<file path="config.mk">
export PLATFORM = sky130hd
export DESIGN_NAME = score_engine_flat
export DESIGN_NICKNAME = d
export VERILOG_FILES = /design/src/rtl/score_engine_pkg.sv /design/src/rtl/score_engine_if.sv /design/src/rtl/score_engine_color_tally.sv /design/src/rtl/score_engine.sv /design/src/flat_wrapper.sv
export SDC_FILE = /design/constraint.sdc
export NUM_CORES = 1
export LEC_CHECK = 0
export CAP_MARGIN = 0
export CORE_ASPECT_RATIO = 1.4
export CORE_MARGIN = 1
export CORE_UTILIZATION = 48
export CTS_CLUSTER_DIAMETER = 200
export DETAILED_ROUTE_END_ITERATION = 12
export GPL_TIMING_DRIVEN = 0
export PLACE_DENSITY_LB_ADDON = 0.12
export SYNTH_ARGS = -nofsm -noshare
export SYNTH_HDL_FRONTEND = slang
export SYNTH_SLANG_ARGS = --single-unit
</file>
<file path="constraint.sdc">
create_clock -name clk -period 4.7 [get_ports clk]
set_input_delay 1.175 -clock clk [delete_from_list [all_inputs] [get_ports clk]]
set_output_delay 1.175 -clock clk [all_outputs]
set_load 0.01 [all_outputs]
</file>
<file path="src/rtl/score_engine_pkg.sv">
// ============================================================================
// Module      : score_pkg
// Description : Shared defaults, feedback codes and FSM encoding for the
//               Mastermind score engine.
// Revision    : 1.0 - initial release
// ============================================================================
`default_nettype none

package score_pkg;

    localparam int C_SLOTS_DEF   = 4;
    localparam int C_COLOR_W_DEF = 3;

    localparam logic [1:0] FB_NONE    = 2'd0;
    localparam logic [1:0] FB_PARTIAL = 2'd1;
    localparam logic [1:0] FB_EXACT   = 2'd2;

    localparam logic [1:0] IDLE  = 2'd0;
    localparam logic [1:0] EXACT = 2'd1;
    localparam logic [1:0] COUNT = 2'd2;
    localparam logic [1:0] EMIT  = 2'd3;

    function automatic logic [2:0] min3(input logic [2:0] a, input logic [2:0] b);
        return (a < b) ? a : b;
    endfunction

endpackage

`default_nettype wire

</file>
<file path="src/rtl/score_engine_if.sv">
// ============================================================================
// Module      : score_engine_if
// Description : Request/result bundle between the guess history and the
//               score engine.
// Revision    : 1.0 - initial release
// ============================================================================
`default_nettype none

interface score_engine_if #(
    parameter int SLOTS   = 4,
    parameter int COLOR_W = 3
);
    logic                       start;
    logic                       last_turn;
    logic [SLOTS*COLOR_W-1:0]   guess;
    logic [SLOTS*COLOR_W-1:0]   code;
    logic                       busy;
    logic                       done;
    logic [2:0]                 exact_cnt;
    logic [2:0]                 partial_cnt;
    logic [SLOTS*2-1:0]         fb;
    logic                       win;
    logic                       game_over;

    modport master (
        output start, last_turn, guess, code,
        input  busy, done, exact_cnt, partial_cnt, fb, win, game_over
    );

    modport slave (
        input  start, last_turn, guess, code,
        output busy, done, exact_cnt, partial_cnt, fb, win, game_over
    );
endinterface

`default_nettype wire

</file>
<file path="src/rtl/score_engine_color_tally.sv">
// ============================================================================
// Module      : color_tally
// Description : Counts the unmasked slots holding a given colour.
// Revision    : 1.0 - initial release
// ============================================================================
`default_nettype none

module color_tally #(
    parameter int SLOTS   = 4,
    parameter int COLOR_W = 3
) (
    input  wire logic [SLOTS*COLOR_W-1:0] slots_i,
    input  wire logic [SLOTS-1:0]         mask_i,
    input  wire logic [COLOR_W-1:0]       color_i,
    output logic      [2:0]               count_o
);

    always_comb begin
        count_o = 3'd0;
        for (int i = 0; i < SLOTS; i++) begin
            if (!mask_i[i] && (slots_i[i*COLOR_W +: COLOR_W] == color_i)) begin
                count_o = count_o + 3'd1;
            end
        end
    end

endmodule

`default_nettype wire

</file>
<file path="src/rtl/score_engine.sv">
// ============================================================================
// Module      : score_engine
// Description : Multi-cycle Mastermind scorer: exact pass over slots, then a
//               per-colour partial pass, then registered feedback.
// Revision    : 1.0 - initial release
// ============================================================================
`default_nettype none

module score_engine
    import score_pkg::*;
#(
    parameter int SLOTS   = C_SLOTS_DEF,
    parameter int COLOR_W = C_COLOR_W_DEF
) (
    input  wire logic    clk,
    input  wire logic    reset,
    score_engine_if.slave bus
);

    localparam int              SLOT_IW   = (SLOTS > 1) ? $clog2(SLOTS) : 1;
    localparam int              VEC_W     = SLOTS * COLOR_W;
    localparam logic [SLOT_IW-1:0] C_LAST_SLOT = SLOT_IW'(SLOTS - 1);

    logic [1:0]         state_q,       state_d;
    logic [SLOT_IW-1:0] slot_q,        slot_d;
    logic [COLOR_W-1:0] color_q,       color_d;
    logic [VEC_W-1:0]   guess_q,       guess_d;
    logic [VEC_W-1:0]   code_q,        code_d;
    logic               last_q,        last_d;
    logic [SLOTS-1:0]   mask_q,        mask_d;
    logic [2:0]         ex_w_q,        ex_w_d;
    logic [2:0]         pa_w_q,        pa_w_d;
    logic               busy_q,        busy_d;
    logic               done_q,        done_d;
    logic [2:0]         exact_cnt_q,   exact_cnt_d;
    logic [2:0]         partial_cnt_q, partial_cnt_d;
    logic [SLOTS*2-1:0] fb_q,          fb_d;
    logic               win_q,         win_d;
    logic               game_over_q,   game_over_d;

    logic               w_slot_hit;
    logic [2:0]         w_gc;
    logic [2:0]         w_cc;
    logic               w_win;
    logic [3:0]         w_ex_ext;
    logic [3:0]         w_sum;
    logic [SLOTS*2-1:0] w_fb;

    color_tally #(.SLOTS(SLOTS), .COLOR_W(COLOR_W)) u_tally_guess (
        .slots_i (guess_q),
        .mask_i  (mask_q),
        .color_i (color_q),
        .count_o (w_gc)
    );

    color_tally #(.SLOTS(SLOTS), .COLOR_W(COLOR_W)) u_tally_code (
        .slots_i (code_q),
        .mask_i  (mask_q),
        .color_i (color_q),
        .count_o (w_cc)
    );

    always_comb begin
        w_slot_hit = 1'b0;
        for (int i = 0; i < SLOTS; i++) begin
            if ((slot_q == SLOT_IW'(i)) &&
                (guess_q[i*COLOR_W +: COLOR_W] == code_q[i*COLOR_W +: COLOR_W])) begin
                w_slot_hit = 1'b1;
            end
        end
    end

    assign w_win    = (ex_w_q == 3'(SLOTS));
    assign w_ex_ext = {1'b0, ex_w_q};
    assign w_sum    = {1'b0, ex_w_q} + {1'b0, pa_w_q};

    // Exact pegs fill the low digits first, then partial pegs, then blanks.
    generate
        for (genvar d = 0; d < SLOTS; d++) begin : g_fb
            assign w_fb[d*2 +: 2] = (4'(d) < w_ex_ext) ? FB_EXACT   :
                                    (4'(d) < w_sum)    ? FB_PARTIAL : FB_NONE;
        end
    endgenerate

    always_comb begin
        state_d       = state_q;
        slot_d        = slot_q;
        color_d       = color_q;
        guess_d       = guess_q;
        code_d        = code_q;
        last_d        = last_q;
        mask_d        = mask_q;
        ex_w_d        = ex_w_q;
        pa_w_d        = pa_w_q;
        busy_d        = busy_q;
        done_d        = 1'b0;
        exact_cnt_d   = exact_cnt_q;
        partial_cnt_d = partial_cnt_q;
        fb_d          = fb_q;
        win_d         = win_q;
        game_over_d   = game_over_q;

        case (state_q)
            IDLE: begin
                if (bus.start) begin
                    guess_d = bus.guess;
                    code_d  = bus.code;
                    last_d  = bus.last_turn;
                    mask_d  = '0;
                    ex_w_d  = 3'd0;
                    pa_w_d  = 3'd0;
                    slot_d  = '0;
                    busy_d  = 1'b1;
                    state_d = EXACT;
                end
            end
            EXACT: begin
                if (w_slot_hit) begin
                    ex_w_d         = ex_w_q + 3'd1;
                    mask_d[slot_q] = 1'b1;
                end
                slot_d = slot_q + 1'b1;
                if (slot_q == C_LAST_SLOT) begin
                    color_d = '0;
                    state_d = COUNT;
                end
            end
            COUNT: begin
                pa_w_d  = pa_w_q + min3(w_gc, w_cc);
                color_d = color_q + 1'b1;
                if (color_q == '1) begin
                    state_d = EMIT;
                end
            end
            EMIT: begin
                exact_cnt_d   = ex_w_q;
                partial_cnt_d = pa_w_q;
                fb_d          = w_fb;
                win_d         = w_win;
                if (w_win || last_q) begin
                    game_over_d = 1'b1;
                end
                done_d  = 1'b1;
                busy_d  = 1'b0;
                state_d = IDLE;
            end
            default: begin
                state_d = IDLE;
            end
        endcase
    end

    always_ff @(posedge clk) begin
        if (reset) begin
            state_q       <= IDLE;
            slot_q        <= '0;
            color_q       <= '0;
            guess_q       <= '0;
            code_q        <= '0;
            last_q        <= 1'b0;
            mask_q        <= '0;
            ex_w_q        <= 3'd0;
            pa_w_q        <= 3'd0;
            busy_q        <= 1'b0;
            done_q        <= 1'b0;
            exact_cnt_q   <= 3'd0;
            partial_cnt_q <= 3'd0;
            fb_q          <= '0;
            win_q         <= 1'b0;
            game_over_q   <= 1'b0;
        end else begin
            state_q       <= state_d;
            slot_q        <= slot_d;
            color_q       <= color_d;
            guess_q       <= guess_d;
            code_q        <= code_d;
            last_q        <= last_d;
            mask_q        <= mask_d;
            ex_w_q        <= ex_w_d;
            pa_w_q        <= pa_w_d;
            busy_q        <= busy_d;
            done_q        <= done_d;
            exact_cnt_q   <= exact_cnt_d;
            partial_cnt_q <= partial_cnt_d;
            fb_q          <= fb_d;
            win_q         <= win_d;
            game_over_q   <= game_over_d;
        end
    end

    assign bus.busy        = busy_q;
    assign bus.done        = done_q;
    assign bus.exact_cnt   = exact_cnt_q;
    assign bus.partial_cnt = partial_cnt_q;
    assign bus.fb          = fb_q;
    assign bus.win         = win_q;
    assign bus.game_over   = game_over_q;

endmodule

`default_nettype wire

</file>
<file path="src/flat_wrapper.sv">
// flat-port wrapper written by rule: the top's interface ports become plain ports
module score_engine_flat import score_pkg::*;
#(
    parameter int SLOTS   = C_SLOTS_DEF,
    parameter int COLOR_W = C_COLOR_W_DEF
)
  (clk, reset, bus_start, bus_last_turn, bus_guess, bus_code, bus_busy, bus_done, bus_exact_cnt, bus_partial_cnt, bus_fb, bus_win, bus_game_over);
  score_engine_if #(.SLOTS(SLOTS), .COLOR_W(COLOR_W)) bus_i ();
  input  wire logic clk;
  input  wire logic reset;
  input wire logic [$bits(bus_i.start)-1:0] bus_start;
  input wire logic [$bits(bus_i.last_turn)-1:0] bus_last_turn;
  input wire logic [$bits(bus_i.guess)-1:0] bus_guess;
  input wire logic [$bits(bus_i.code)-1:0] bus_code;
  output wire logic [$bits(bus_i.busy)-1:0] bus_busy;
  output wire logic [$bits(bus_i.done)-1:0] bus_done;
  output wire logic [$bits(bus_i.exact_cnt)-1:0] bus_exact_cnt;
  output wire logic [$bits(bus_i.partial_cnt)-1:0] bus_partial_cnt;
  output wire logic [$bits(bus_i.fb)-1:0] bus_fb;
  output wire logic [$bits(bus_i.win)-1:0] bus_win;
  output wire logic [$bits(bus_i.game_over)-1:0] bus_game_over;
  assign bus_i.start = bus_start;
  assign bus_i.last_turn = bus_last_turn;
  assign bus_i.guess = bus_guess;
  assign bus_i.code = bus_code;
  assign bus_busy = bus_i.busy;
  assign bus_done = bus_i.done;
  assign bus_exact_cnt = bus_i.exact_cnt;
  assign bus_partial_cnt = bus_i.partial_cnt;
  assign bus_fb = bus_i.fb;
  assign bus_win = bus_i.win;
  assign bus_game_over = bus_i.game_over;
  score_engine #(.SLOTS(SLOTS), .COLOR_W(COLOR_W)) u_core (.clk(clk), .reset(reset), .bus(bus_i));
endmodule
</file>
==> results of run 1 <==
[area by class of cell]
cell class                      count  area share
Buffer                             21      0.0261
Clock buffer                       13      0.0419
Clock inverter                      2     0.00248
Inverter                           22      0.0205
Multi-Input combinational cell    291       0.479
Sequential cell                    59       0.293
Tap cell                           74      0.0230
Timing Repair Buffer               46       0.114
[cell usage in the layout, fill, tap and decap left out, types with 2 or more instances in the layout]
cell             Yosys  layout
buf_4                2       2
nor2_1              39      39
xnor2_1             17      16
mux2i_1             13      13
nand2_1             60      60
ha_1                25      25
nor4_1               5       4
a32oi_1              5       5
a22oi_1              2       2
or4_4                1       2
a41oi_1              2       2
clkinv_2             0       2
inv_1               22      22
clkbuf_8             0      12
o21ai_0              8       8
or2_2                2       2
and3_1               2       2
a211oi_1             4       4
and4_1               2       2
nand4_1              6       6
nor2b_1              3       3
nand2b_1             6       6
clkdlybuf4s50_1      0      45
a21oi_1             43      42
nand3_1              4       4
clkbuf_1            12      13
buf_6                2       3
xor2_1              22      21
a21o_1               3       3
o21a_1               2       2
nor3_1               3       3
buf_1                5       5
dfxtp_1             59      59
[logic make-up (layout without fill, tap and decap cells)]
group	after synthesis	count (layout)
flip-flops	59	59
XOR/XNOR	39	39
buffers and inverters	43	104
AO/OA/AOI/OAI	72	72
adder cells (fa/ha/maj)	27	27
AND/OR/NAND/NOR	140	140
multiplexers	13	13
[metal layers]
layer	vias up	global-route usage	share of wire
li1	1430	-	-
met1	1240	0.228	0.41
met2	55	0.397	0.53
met3	17	0.0355	0.030
met4	0	0.115	0.030
met5	-	0	0
[sequential cells by signal, summed over array words and instances, names as in the netlist, 2 cells and up]
name and count:
u_core.state_q 2, u_core.slot_q 2, u_core.guess_q 12, u_core.mask_q 4, u_core.code_q 12, u_core.bus.partial_cnt 3
u_core.bus.fb 8, u_core.color_q 3, u_core.ex_w_q 3, u_core.pa_w_q 3, u_core.bus.exact_cnt 2
[worst min-delay path, cell delays in order (launching register included)]
cell and delay, ns:
dfxtp_1 0.31, nand2b_1 0.06, a21oi_1 0.05
[power breakdown]
| part | leakage, nW | internal [mW] | switching [mW] |
|---|---|---|---|
| logic | 1.10 | 0.711 | 0.863 |
| clock network | 0.0953 | 0.230 | 0.190 |
| registers | 0.480 | 0.579 | 0.0848 |
| total | 1.68 | 1.52 | 1.14 |
[repair_timing]
action,in CTS,in global routing
gates resized for setup,0,7
setup buffers,0,1
endpoints found under the setup margin,0,2
[worst max-delay path by stage]
stage | startpoint | to | slack (ns) | depth (start not counted)
after floorplan | u_core.color_q[1]$_SDFFE_PP0P_ | u_core.pa_w_q[2]$_SDFFE_PP0P_ | 0.44 | 22
after global placement | u_core.color_q[1]$_SDFFE_PP0P_ | u_core.pa_w_q[2]$_SDFFE_PP0P_ | 0.14 | 21
after detailed placement | u_core.color_q[1]$_SDFFE_PP0P_ | u_core.pa_w_q[2]$_SDFFE_PP0P_ | 0.03 | 21
after CTS | u_core.color_q[1]$_SDFFE_PP0P_ | u_core.pa_w_q[2]$_SDFFE_PP0P_ | 0.006 | 22
after global routing | u_core.color_q[2]$_SDFFE_PP0P_ | u_core.pa_w_q[2]$_SDFFE_PP0P_ | 0.006 | 22
final | u_core.color_q[2]$_SDFFE_PP0P_ | u_core.pa_w_q[2]$_SDFFE_PP0P_ | 0.25 | 22
[metrics by stage]
| step | power [mW] | hold WS [ns] |
|---|---|---|
| floorplan | 1.84 | 0.437 |
| global placement | 2.11 | 0.455 |
| detailed placement | 2.17 | 0.460 |
| CTS | 2.59 | 0.471 |
| global route | 2.92 | 0.491 |
| finish | 2.66 | 0.469 |
==> metrics.md, run 1 <==
| Metric | Value |
|---|---|
| Max FO, Critical Path | `9` |
| Core area | `0.00657 mm²` |
| Worst-margin pin slew | `0.738 ns` |
| F_max | `225 MHz` |
| Post-synthesis average cell area | `8.31 µm²` |
| Area after DPL | `0.00381 mm²` |
| Final period util | `0.946` |
| Setup TNS | `0 ns` |
| Cell mode on critical path | `ha_1` |
| Synth Instances | `a little under 400` |
| Adder-cell area share of the yosys netlist | `0.108` |
| # nets final | `505` |
| Number of global-route vias before repair | `about 2.7k` |
| Placed Cells | `about 500` |
| Cell area after layout | `between 0.004 and 0.005 mm²` |
| EDFF count, synth | `0` |
| Hold worst-path end | `u_core.bus.fb[4]$_SDFFE_PP0P_` |
| Setup slack after layout | `around 0.25 ns` |
| WHS Path Cells | `2` |
| Post-route ant nets | `0` |
| Die height | `99.6 µm` |
| HP Start | `u_core.bus.fb[4]$_SDFFE_PP0P_` |
| Setup CP Type | `reg -> reg` |
| Final WL | `7040 µm` |
| Reg2reg path depth | `22` |
| Area Overhead vs Synth | `23.4%` |
| Row count | `35` |
| Leading area contributor after synthesis | `dfxtp_1` |
| Cts bufs inserted | `9` |
| Mapped Area | `0.00326 mm²` |
| Final non-filler cell total | `approximately 530` |
| Crit path largest cell delay | `roughly 0.53 ns` |
| Area occupied by multi-input gates | `0.00193 mm²` |
| Seq cells post-synth | `59` |
| Buffers on Ports | `45` |
| GP Congestion | `0.811` |
| Post-synthesis compound-gate area fraction | `0.131` |
| Sequential fraction of the synthesis area | `0.362` |
| Final min period | `4.45 ns` |
| Clock tree skew after final layout | `approximately 0.0064 ns` |
| Layout cell share with drive strength beyond 1 | `0.0683` |
| Hpwl dp | `5520 µm` |
| Initial antenna violation count | `0` |
| Final setup fails | `0` |
| Maximum root-to-sink buffer count | `2` |
| Crit path max-delay family | `simple AND/OR/NAND/NOR gates` |
| Drt wl/cell | `about 13 µm` |
| Clock-pin slew on the worst setup and hold paths | `0.06 ns` |
| Bufs and invs on worst path | `3` |
| CP Capture Type | `register` |
| Slowest CP cell | `or4_4` |
| Starting Density | `0.497` |
| R2R Setup Slk | `0.25 ns` |
| Final hold vios | `0` |
| Syn nets | `448` |
| Total GRT Usage | `0.215` |
| Total die area | `0.00714 mm²` |
| First-pass GRT wire length | `11900 µm` |
| Congestion Overflow GR | `0` |
| Crit path required time | `4.90 ns` |
| Relative slew slack | `0.504` |
| Clk root buf | `clkbuf_8` |
| Synth warn | `0` |
| Async S/R FF share, synth | `0` |
| Unrepaired setup endpoints after global routing | `no` |
| DR vias/cell | `5.19` |
| Clk sinks | `59` |
| VDD IR max | `0.000306 V` |
| Largest net degree at the start of global routing | `11` |
| Top cells by area, synth | `dfxtp_1 (36%), ha_1 (9.6%), nand2_1 (6.9%), a21oi_1 (6.6%), xor2_1 (5.9%)` |
| Synth Area in XOR/XNOR | `0.105` |
| Hold Path Class | `reg -> reg` |
| Clk Latency, worst-skew pair | `roughly 0.33 ns` |
| # fillers | `626` |
| Commonest cells post-synth | `nand2_1 (60), dfxtp_1 (59), a21oi_1 (43), nor2_1 (39), ha_1 (25)` |
| P_leak | `1.68 nW` |
| Fin. max-slew vios | `0` |
| Drt initial violations | `83` |
| Via count | `2742` |
| Startpoint types | `register` |
| Register area | `about 0.0012 mm²` |
| Pre-antenna DRT Iters | `6` |
| FF-to-FF Start | `u_core.color_q[2]$_SDFFE_PP0P_` |
| Unique masters post-synth | `40` |
| Worst reg2reg endpoint | `u_core.pa_w_q[2]$_SDFFE_PP0P_` |
| Share of Yosys cell area claimed by the top area cell type | `0.362` |
| Final core utilization | `0.613` |
| Place WS | `between 0.02 and 0.03 ns` |
| Most common cell in the synthesized netlist | `nand2_1` |
| P per Cell Area | `660 mW/mm²` |
| Ant. Diodes | `0` |
| Max H-tree Level | `3` |
| Post-synthesis mux area share | `0.0399` |
| Crit path arrival time | `between 4 and 5 ns` |
| Post-route DRC | `0` |
| Largest family of logic cells by synthesized area | `simple AND/OR/NAND/NOR gates` |
| TritonCTS clock tree | `done` |
| Ports | `46` |
| Count of hold-fix buffers inserted at cts | `0` |
| Synth Flop Type | `dfxtp_1` |
| Worst-path cell chain | `buf_6 > xor2_1 > or4_4 > inv_1 > ha_1 > nor2_1 > or4b_4 > nand2_1 > ha_1 > nand2_1 > xor2_2 > ha_1 > inv_1 > a21oi_2 > a22oi_1 > ha_1 > fa_2 > xnor2_2 > nor3_1 > a21o_1 > a22oi_1 > nor2_1` |
| Die Wd | `around 72 µm` |
| Max cap viols | `0` |
| Simple-gate portion of the synthesized area | `0.198` |
| Status | `completed` |
Power figures use the tool's default switching activity.
==> run 2: changes to the inputs <==
--- a/config.mk
+++ b/config.mk
@@ -8,11 +8,13 @@
 export CAP_MARGIN = 0
 export CORE_ASPECT_RATIO = 1.4
 export CORE_MARGIN = 1
-export CORE_UTILIZATION = 48
+export CORE_UTILIZATION = 30
 export CTS_CLUSTER_DIAMETER = 200
 export DETAILED_ROUTE_END_ITERATION = 12
+export DONT_BUFFER_PORTS = 1
 export GPL_TIMING_DRIVEN = 0
 export PLACE_DENSITY_LB_ADDON = 0.12
+export SLEW_MARGIN = 20
 export SYNTH_ARGS = -nofsm -noshare
 export SYNTH_HDL_FRONTEND = slang
 export SYNTH_SLANG_ARGS = --single-unit
==> run 2 against run 1 <==
Against the previous run: sequential share of layout area grew 1.3 points; largest cell class unchanged; total power grew 15%; die area grew 58%; critical path type unchanged; final cell count grew 4.2%; design area shrank 4.3%; highest routed layer unchanged.
==> metrics.md, run 2 (synthesis results as in run 1) <==
| Metric | Value |
|---|---|
| Drt wl/cell | `14.4 µm (+8.1%)` |
| P per Cell Area | `793 mW/mm² (+20%)` |
| Die Wd | `90.2 µm (+26%)` |
| Cts bufs inserted | `9 (unchanged)` |
| Final core utilization | `0.369 (-0.245)` |
| Clock tree skew after final layout | `0.00778 ns (+0.00138 ns)` |
| Core area | `0.0105 mm² (+59%)` |
| Post-route DRC | `0 (unchanged)` |
| Startpoint types | `register` |
| First-pass GRT wire length | `13300 µm (+12%)` |
| Maximum root-to-sink buffer count | `2 (unchanged)` |
| Place WS | `-0.00114 ns (-0.0305 ns)` |
| Clk root buf | `clkbuf_16` |
| Hold Path Class | `reg -> reg` |
| Die height | `125 µm (+26%)` |
| Ant. Diodes | `0 (unchanged)` |
| Minimum hold slack | `0.492 ns (+0.0228 ns)` |
| Relative slew slack | `0.551 (+0.0470)` |
| F_max | `225 MHz (about the same)` |
| Max H-tree Level | `3 (unchanged)` |
| Crit path required time | `4.90 ns (about the same)` |
| Status | `completed` |
| Count of hold-fix buffers inserted at cts | `0 (unchanged)` |
| Ports | `46 (unchanged)` |
| Setup slack after layout | `0.256 ns (+0.00370 ns)` |
| TritonCTS clock tree | `done` |
| Starting Density | `0.312 (-0.185)` |
| Max FO, Critical Path | `9 (unchanged)` |
| Most frequent cells in the layout | `dfxtp_1 (59), nand2_1 (58), a21oi_1 (42), nor2_1 (39), ha_1 (22)` |
| Final min period | `4.44 ns (-0.00370 ns)` |
| Via count | `2596 (-5.3%)` |
| Hpwl dp | `6180 µm (+12%)` |
| Fin. max-slew vios | `0 (unchanged)` |
| Congestion Overflow GR | `0 (unchanged)` |
| Crit path arrival time | `4.64 ns (about the same)` |
| P_leak | `1.58 nW (-5.9%)` |
| Final hold vios | `0 (unchanged)` |
| Layout cell share with drive strength beyond 1 | `0.104 (+0.0361)` |
| Setup TNS | `0 ns (unchanged)` |
| Post-route ant nets | `0 (unchanged)` |
| Worst-margin pin slew | `0.668 ns (-0.0699 ns)` |
| Area Overhead vs Synth | `18.1%` |
| Most common cell after layout, fill and taps aside | `dfxtp_1` |
| Clock-pin slew on the worst setup and hold paths | `0.05 ns (about the same)` |
| Clk sinks | `59 (unchanged)` |
| Initial antenna violation count | `0 (unchanged)` |
| Final setup fails | `0 (unchanged)` |
| Total die area | `0.0113 mm² (+58%)` |
| Final WL | `7930 µm (+13%)` |
| Total GRT Usage | `0.152 (-0.0630)` |
| Pre-antenna DRT Iters | `4 (-2)` |
| Number of global-route vias before repair | `2614 (-1.5%)` |
| VDD IR max | `0.000360 V (+18%)` |
| Max cap viols | `0 (unchanged)` |
| Final period util | `0.946 (about the same)` |
| DR vias/cell | `4.72 (-9.1%)` |
| GP Congestion | `0.747 (-8.0%)` |
| Buffers on Ports | `0 (-100%)` |
| Setup CP Type | `reg -> reg` |
| Row count | `44 (+26%)` |
| Drt initial violations | `100 (+20%)` |
| Largest net degree at the start of global routing | `11 (unchanged)` |
| # nets final | `462 (-8.5%)` |
| Clk Latency, worst-skew pair | `0.33 ns (about the same)` |
| CP Capture Type | `register` |
-- run 2: changes by cell type in the layout (fill, tap and decap cells not counted), sizes merged --
cell	change
clkdlybuf4s50	-45
buf	+2
clkbuf	+2
clkinv	-1
-- run 2: per-layer routing --
layer,track usage,part of all wire
met2,0.280,0.52
met5,0,0
met1,0.165,0.42
met4,0.0683,0.020
met3,0.0316,0.038
-- run 2: what timing repair did --
action	CTS	global route
pin swaps	0	6
gates resized for setup	2	18
setup buffers	0	3
setup endpoints to repair	1	2
-- run 2: through the flow --
stage | power [mW] | cell area, µm² | cells
after floorplan | 1.84 | 3260 | 393
after global placement | 2.14 | 3440 | 531
after detailed placement | 2.17 | 3440 | 531
after CTS | 2.84 | 3740 | 547
after global routing | 3.36 | 3850 | 550
final | 3.06 | 3850 | 550
-- run 2: critical path, cell delays in order, from the launching register on --
cell     delay [ns]
dfxtp_1        0.31
buf_6          0.15
xor2_1         0.16
or4_4          0.50
inv_1          0.11
ha_4           0.21
nor2_1         0.08
or4b_4         0.47
nand2_1        0.09
ha_2           0.16
nand2_2        0.06
xor2_2         0.20
ha_1           0.29
inv_2          0.09
a21oi_4        0.06
nand2_1        0.08
a22oi_2        0.08
ha_2           0.20
fa_2           0.40
xnor2_2        0.18
nor3_1         0.07
a21o_1         0.18
a22oi_2        0.12
nor2_1         0.06
-- run 2: path summary, 6_finish.rpt --
| check | startpoint | to | slack, ns | cells past startpoint |
|---|---|---|---|---|
| max reg2reg | u_core.color_q[1]$_SDFFE_PP0P_ | u_core.pa_w_q[2]$_SDFFE_PP0P_ | 0.26 | 23 |
| min | u_core.guess_q[6]$_SDFFE_PP0P_ | u_core.guess_q[6]$_SDFFE_PP0P_ | 0.49 | 2 |
| max | u_core.color_q[1]$_SDFFE_PP0P_ | u_core.pa_w_q[2]$_SDFFE_PP0P_ | 0.26 | 23 |
| min reg2reg | u_core.guess_q[6]$_SDFFE_PP0P_ | u_core.guess_q[6]$_SDFFE_PP0P_ | 0.49 | 2 |
-- run 2: power by group --
part	switching [mW]	internal, mW
logic	0.970	0.777
registers	0.0945	0.580
clock network	0.223	0.413
total	1.29	1.77
-- run 2: area by class of cell --
cell class              count  area [µm²]
multi-input cells         291        2000
fillers                  1134        6610
well taps                 138         173
plain buffers              21         105
flip-flops and latches     59        1180
clock buffers              15         288
clock inverters             1        5.00
inverters                  22        82.6
repair buffers              3        22.5
